==> config.mk <==
export PLATFORM = sky130hd
export DESIGN_NAME = vga_pixel_scanner
export DESIGN_NICKNAME = d
export VERILOG_FILES = /design/src/rtl/vga_pixel_scanner.sv
export SDC_FILE = /design/constraint.sdc
export NUM_CORES = 1
export LEC_CHECK = 0
export ABC_AREA = 1
export BUFFER_PORTS_ARGS = -buffer_cell sky130_fd_sc_hd__buf_2
export CELL_PAD_IN_SITES_DETAIL_PLACEMENT = 0
export CELL_PAD_IN_SITES_GLOBAL_PLACEMENT = 1
export CORE_ASPECT_RATIO = 0.7
export CORE_MARGIN = 2
export CORE_UTILIZATION = 31
export CTS_CLUSTER_DIAMETER = 120
export CTS_CLUSTER_SIZE = 28
export DETAILED_ROUTE_END_ITERATION = 10
export PLACE_DENSITY_LB_ADDON = 0.12
export SLEW_MARGIN = 10
export SYNTH_ARGS = -nofsm -noshare
export SYNTH_HDL_FRONTEND = slang
export SYNTH_SLANG_ARGS = --single-unit
==> constraint.sdc <==
create_clock -name clk -period 1.3 [get_ports clk]
set_input_delay 0.065 -clock clk [delete_from_list [all_inputs] [get_ports clk]]
set_output_delay 0.065 -clock clk [all_outputs]
set_load 0.02 [all_outputs]
==> src/rtl/vga_pixel_scanner.sv <==
// VGA timing source: scan counters, a frame strobe, a sync/blank delay line
// that tracks the RGB mux latency, and a DAC output stage with RGB332 expansion.
module vga_pixel_scanner #(
  parameter int H_ACTIVE    = 640,
  parameter int H_FP        = 16,
  parameter int H_SYNC      = 96,
  parameter int H_BP        = 48,
  parameter int V_ACTIVE    = 480,
  parameter int V_FP        = 10,
  parameter int V_SYNC      = 2,
  parameter int V_BP        = 33,
  parameter int MUX_LATENCY = 1
) (
  input  logic        clk,
  input  logic        resetN,
  output logic [10:0] pixelX,
  output logic [10:0] pixelY,
  output logic        startOfFrame,
  input  logic [7:0]  RGBIn,
  output logic [7:0]  vgaR,
  output logic [7:0]  vgaG,
  output logic [7:0]  vgaB,
  output logic        vgaHS,
  output logic        vgaVS,
  output logic        vgaBlankN
);

  localparam logic [10:0] H_LAST    = 11'(H_ACTIVE + H_FP + H_SYNC + H_BP - 1);
  localparam logic [10:0] V_LAST    = 11'(V_ACTIVE + V_FP + V_SYNC + V_BP - 1);
  localparam logic [10:0] H_VIS     = 11'(H_ACTIVE);
  localparam logic [10:0] V_VIS     = 11'(V_ACTIVE);
  localparam logic [10:0] HS_FIRST  = 11'(H_ACTIVE + H_FP);
  localparam logic [10:0] HS_LAST   = 11'(H_ACTIVE + H_FP + H_SYNC - 1);
  localparam logic [10:0] VS_FIRST  = 11'(V_ACTIVE + V_FP);
  localparam logic [10:0] VS_LAST   = 11'(V_ACTIVE + V_FP + V_SYNC - 1);
  localparam logic [10:0] V_PRE_SOF = 11'(V_ACTIVE - 1);
  localparam int          DL_TOP    = MUX_LATENCY - 1;

  // 3-bit channel to 8 bits by bit replication, so full scale maps to 8'hFF
  function automatic logic [7:0] expand3(input logic [2:0] c);
    return {c, c, c[2:1]};
  endfunction

  // 2-bit channel to 8 bits by bit replication
  function automatic logic [7:0] expand2(input logic [1:0] c);
    return {c, c, c, c};
  endfunction

  logic [10:0] hCnt;
  logic [10:0] vCnt;
  logic        sof;
  logic        hWrap;
  logic        vWrap;

  assign hWrap = (hCnt == H_LAST);
  assign vWrap = (vCnt == V_LAST);

  // Stage p0: scan counters and the frame strobe, which lines up with pixelX/pixelY
  always_ff @(posedge clk) begin
    if (!resetN) begin
      hCnt <= '0;
      vCnt <= '0;
      sof  <= 1'b0;
    end else begin
      hCnt <= hWrap ? '0 : hCnt + 11'd1;
      if (hWrap) begin
        vCnt <= vWrap ? '0 : vCnt + 11'd1;
      end
      sof <= hWrap && (vCnt == V_PRE_SOF);
    end
  end

  assign pixelX       = hCnt;
  assign pixelY       = vCnt;
  assign startOfFrame = sof;

  logic vld_p0;
  logic hsN_p0;
  logic vsN_p0;

  assign vld_p0 = (hCnt < H_VIS) && (vCnt < V_VIS);
  assign hsN_p0 = !((hCnt >= HS_FIRST) && (hCnt <= HS_LAST));
  assign vsN_p0 = !((vCnt >= VS_FIRST) && (vCnt <= VS_LAST));

  logic [DL_TOP:0] vld_dl;
  logic [DL_TOP:0] hsN_dl;
  logic [DL_TOP:0] vsN_dl;

  // Stages p1..pN: flags ride a shift register as deep as the RGB mux pipeline
  always_ff @(posedge clk) begin
    if (!resetN) begin
      vld_dl <= '0;
      hsN_dl <= '1;
      vsN_dl <= '1;
    end else begin
      vld_dl <= MUX_LATENCY'({vld_dl, vld_p0});
      hsN_dl <= MUX_LATENCY'({hsN_dl, hsN_p0});
      vsN_dl <= MUX_LATENCY'({vsN_dl, vsN_p0});
    end
  end

  // Output stage: capture the mux pixel beside its delayed flags; blank forces black
  always_ff @(posedge clk) begin
    if (!resetN) begin
      vgaR      <= '0;
      vgaG      <= '0;
      vgaB      <= '0;
      vgaHS     <= 1'b1;
      vgaVS     <= 1'b1;
      vgaBlankN <= 1'b0;
    end else begin
      vgaHS     <= hsN_dl[DL_TOP];
      vgaVS     <= vsN_dl[DL_TOP];
      vgaBlankN <= vld_dl[DL_TOP];
      if (vld_dl[DL_TOP]) begin
        vgaR <= expand3(RGBIn[7:5]);
        vgaG <= expand3(RGBIn[4:2]);
        vgaB <= expand2(RGBIn[1:0]);
      end else begin
        vgaR <= '0;
        vgaG <= '0;
        vgaB <= '0;
      end
    end
  end

endmodule
Word-level counts from Yosys, hierarchy flattened
Index checks and enable logic that the tools add are counted.
{ "totals": {"input_bits": 10, "ff_bits": 53, "output_inout_bits": 50} }
{ "op_classes": {"n_reduce_logical": 8, "bitwise": 1, "muxes": 1, "n_addsub": 2, "n_lt_le_gt_ge": 6, "eq_ne": 3} }
{ "op_table": {"columns": ["cell", "count"], "rows": [
  ["$add 11x1->11 const B", 2],
  ["$eq 11x10->1 const B", 2],
  ["$eq 11x9->1 const B", 1],
  ["$ge 11x10->1 const B", 1],
  ["$ge 11x9->1 const B", 1],
  ["$le 11x10->1 const B", 1],
  ["$le 11x9->1 const B", 1],
  ["$lt 11x10->1 const B", 1],
  ["$lt 11x9->1 const B", 1],
  ["$mux 11", 1],
  ["$logic_and 1x1->1", 4],
  ["$logic_not 1->1", 2],
  ["$reduce_and 2->1", 1],
  ["$reduce_or 2->1", 1],
  ["$not 1->1", 1]
]} }

Logic depth before layout (Yosys ltp)
{ "depth": {"ltp_word": 3, "ltp_mapped": 10, "mapped_depth_nobuf": 9} }

Worst setup path before layout
Ideal clock, no wire load.
{ "synth_timing": {"kind": "register to register", "from": "reg hCnt[0], in the netlist pixelX[0]", "to": "reg vCnt[8], in the netlist pixelY[8]", "path_buffers": 1, "arrival_time_ps": 1456, "stages_incl_launch_ff": 10, "setup_time_ps": 113, "setup_slack_ps": -269, "cell_sequence": "dfxtp_1 > ha_1 > nand2_1 > nor2_2 > nand2_1 > nor2_2 > buf_6 > nand3_1 > nor2_1 > nor2_1"} }
{ "synth_via": {"elab_chain_len": 1} }
{ "synth_rtl": {"columns": ["element", "line", "rtl"], "rows": [
  ["from (decl)", "49", "logic [10:0] hCnt;"],
  ["from (signal assigned)", "65", "hCnt <= hWrap ? '0 : hCnt + 11'd1;"],
  ["$eq 11x10->1", "55", "assign hWrap = (hCnt == H_LAST);"],
  ["to (signal assigned)", "67", "vCnt <= vWrap ? '0 : vCnt + 11'd1;"],
  ["to (decl)", "50", "logic [10:0] vCnt;"]
]} }
No other way between the ends.
A chain may end at the register's enable or synchronous reset.

Worst setup path in the final report
{ "layout_timing": {"from": "reg hCnt[0], in the netlist pixelX[0]", "to": "reg vCnt[5], in the netlist pixelY[5]"} }
The elaborated chain is that of the path after synthesis.

==> flow_metrics.tcl <==
set metrics [dict create \
    yosys_warnings 0 \
    fin_cells 424 \
    worstPathMaxFanout 6 \
    timing_worst_setup_path_type "flip-flop to flip-flop" \
    dp_slack_ps -94.2 \
    start_kind "flip-flop" \
    p_leak_nw 1.39 \
    numCtsBuffers 5 \
    grt_pass1_vias 1620 \
    insertion_delay_ps 300 \
    clock-sinks 37 \
    synth-seq-area-share_pct 42.1 \
    cts_tree "done" \
    synth-edff-count 0 \
    io_pins 60 \
    yosysUniqueCellTypes 25 \
    post-route-min-period_ps 1380 \
    root_buffer "clkbuf_8" \
    num_vias 1831 \
    dr.pass1.iters 4 \
    coreArea_um2 5370 \
    synth_cells 254 \
    synth_ff_type "dfxtp_1" \
    synth_nets 267 \
    finalMaxSlewViolations 0 \
    portBuffers 59 \
    status "complete, but fails checks" \
    syn_area_per_cell_um2 6.93 \
    worst_hold_slack_ps 71.0 \
    maxCapViolCount 0 \
    multiInputGateArea_um2 917 \
    antenna_found_initial 0 \
    synth_async_sr_flop_share_pct 0 \
    num_rows 22 \
    seqCellArea_um2 762 \
    setup_viol 11 \
    antenna_cells 0 \
    num-nets-final 364 \
    detail-route-antenna-nets 0 \
    initialDrtViolationCount 45 \
    max_freq_ghz 0.725 \
    worst_slew_pin_slew_ps 318 \
    area_delta_synth_final_pct 56.0 \
    drc_errors 0 \
    violations "setup timing" \
    layout-drive-gt1-share_pct 44.9 \
    hpwl_um 3600 \
    finClkSkew_ps 9.04 \
    hold_path_class "input port to flip-flop" \
    clock_path_buffers 2 \
    synth-seq-cells 37 \
    track_usage_pct 16.7 \
    power_mw 2.35 \
    n_fill_cell 583 \
    finalHoldViolCount 0 \
    p_per_area_nw_per_um2 854 \
    die_area_um2 6310 \
    die_w_um 94.1 \
    overflow 0 \
    dieHeight_um 67.1 \
    wl_per_cell_um 11.8 \
    finalInstanceArea_um2 2750 \
    clkTransAtPathRegs_ps 80 \
    cts_max_level 2 \
    rsz0062_at_grt "yes" \
    crit_required_ps 1540 \
    syn_area_um2 1760 \
    fin_tns_setup_ps -435 \
    fin_ws_ps -79.3 \
    place_inst 401 \
    final_core_util_pct 51.2 \
    place.gp.congestion 0.829 \
    max-vdd-ir-drop_mv 0.323 \
    grt_pass1_wl_um 7890 \
    arrival_ps 1620 \
    start_util_pct 32.8 \
    max_slew_margin_pct 78.8 \
    finalCritPeriodShare_pct 106 \
    wl_um 5010 \
    placedInstanceArea_um2 2310 \
    via_per_inst 4.32 \
    grt_max_degree 14 \
    endpoint_kind "flip-flop" \
]
[cell families after synthesis]
logic type | count (synthesis) | synth area share, %
simple gates | 144 | 34.9
buf+inv | 56 | 15.8
flops | 37 | 42.1
compound gates | 12 | 4.05
fa+ha+maj | 3 | 2.13
xor+xnor | 2 | 0.995
[worst max-delay path: stages (launching register included)]
cell and delay, ps:
dfxtp_4 360, ha_4 170, nand2_4 60, nor2_4 100
nand2_2 80, nor2_4 150, clkbuf_16 190, nand2_4 40
nand2_2 40, nand2_1 50, nor2_1 90
[per-layer routing]
layer / share of wire [%] / track usage, %
met1: 52 / 24.7
met2: 39 / 22.9
met3: 7.2 / 4.98
met4: 1.1 / 5.43
met5: 0 / 0
[timing repair]
action	CTS	global route
pin swaps	6	8
endpoints found under the setup margin	21	22
gates resized for setup	11	41
gates cloned	1	0
buffers inserted	3	3
hold buffers	8	0
hold endpoints to repair	8	0
[final timing paths]
check | cells after the start | slack (ps) | endpoint | from
setup / recovery | 10 | -80 | pixelY[5]$_SDFFE_PN0P_ | pixelX[0]$_SDFF_PP0_
hold / removal | 3 | 70 | pixelX[2]$_SDFF_PP0_ | resetN
setup reg to reg | 10 | -80 | pixelY[5]$_SDFFE_PN0P_ | pixelX[0]$_SDFF_PP0_
hold reg to reg | 1 | 420 | vgaHS$_SDFF_PN1_ | hsN_dl$_SDFF_PN1_
[flip-flops by register name (all words and copies together) (netlist names), 2 cells and up]
name and cells:
pixelX 11, pixelY 11, vgaB 2, vgaG 3, vgaR 3
[placed cells by master, fill, tap and decap left out, types with 2 or more instances in the layout]
cell type      count
buf_2             59
buf_4             38
buf_6              2
clkbuf_16          2
clkbuf_8           5
dfxtp_1           26
dfxtp_2            8
dfxtp_4            3
dlygate4sd3_1      8
ha_1               2
inv_1             35
inv_2              2
nand2_1           47
nand2_2            7
nand2_4            4
nand3_1           11
nand3_2            7
nand4_1            6
nor2_1            41
nor2_2             3
nor2_4             6
nor3_1             5
nor3b_2            2
o21ai_0            2
o21ai_1            3
o22ai_2            2
or2_2              2
xor2_1             2
[cell type report]
type	count	area share [%]
Clock inverter	2	0.592
Timing Repair Buffer	109	26.5
Tap cell	72	3.28
Clock buffer	6	3.42
Multi-Input combinational cell	161	33.4
Inverter	37	5.06
Sequential cell	37	27.7
[Yosys cell counts (2+ instances only)]
| library cell | count | area (um2) |
|---|---|---|
| nor2_1 | 47 | 176 |
| nor2_2 | 3 | 18.8 |
| o22ai_1 | 2 | 12.5 |
| xor2_1 | 2 | 17.5 |
| nand2_1 | 57 | 214 |
| nand4_1 | 6 | 37.5 |
| ha_1 | 3 | 37.5 |
| a21oi_1 | 2 | 10.0 |
| o21ai_0 | 5 | 25.0 |
| nand3_1 | 19 | 95.1 |
| nor3b_1 | 2 | 15.0 |
| or2_2 | 2 | 12.5 |
| inv_1 | 37 | 139 |
| nor3_1 | 5 | 25.0 |
| dfxtp_1 | 37 | 741 |
| buf_4 | 16 | 120 |
[where the power goes]
group	switching, mW	internal (mW)
clock network	0.469	0.497
registers	0.0162	1.15
logic	0.118	0.0940
total	0.603	1.74
Note: power is estimated with default switching activity, not from simulation.
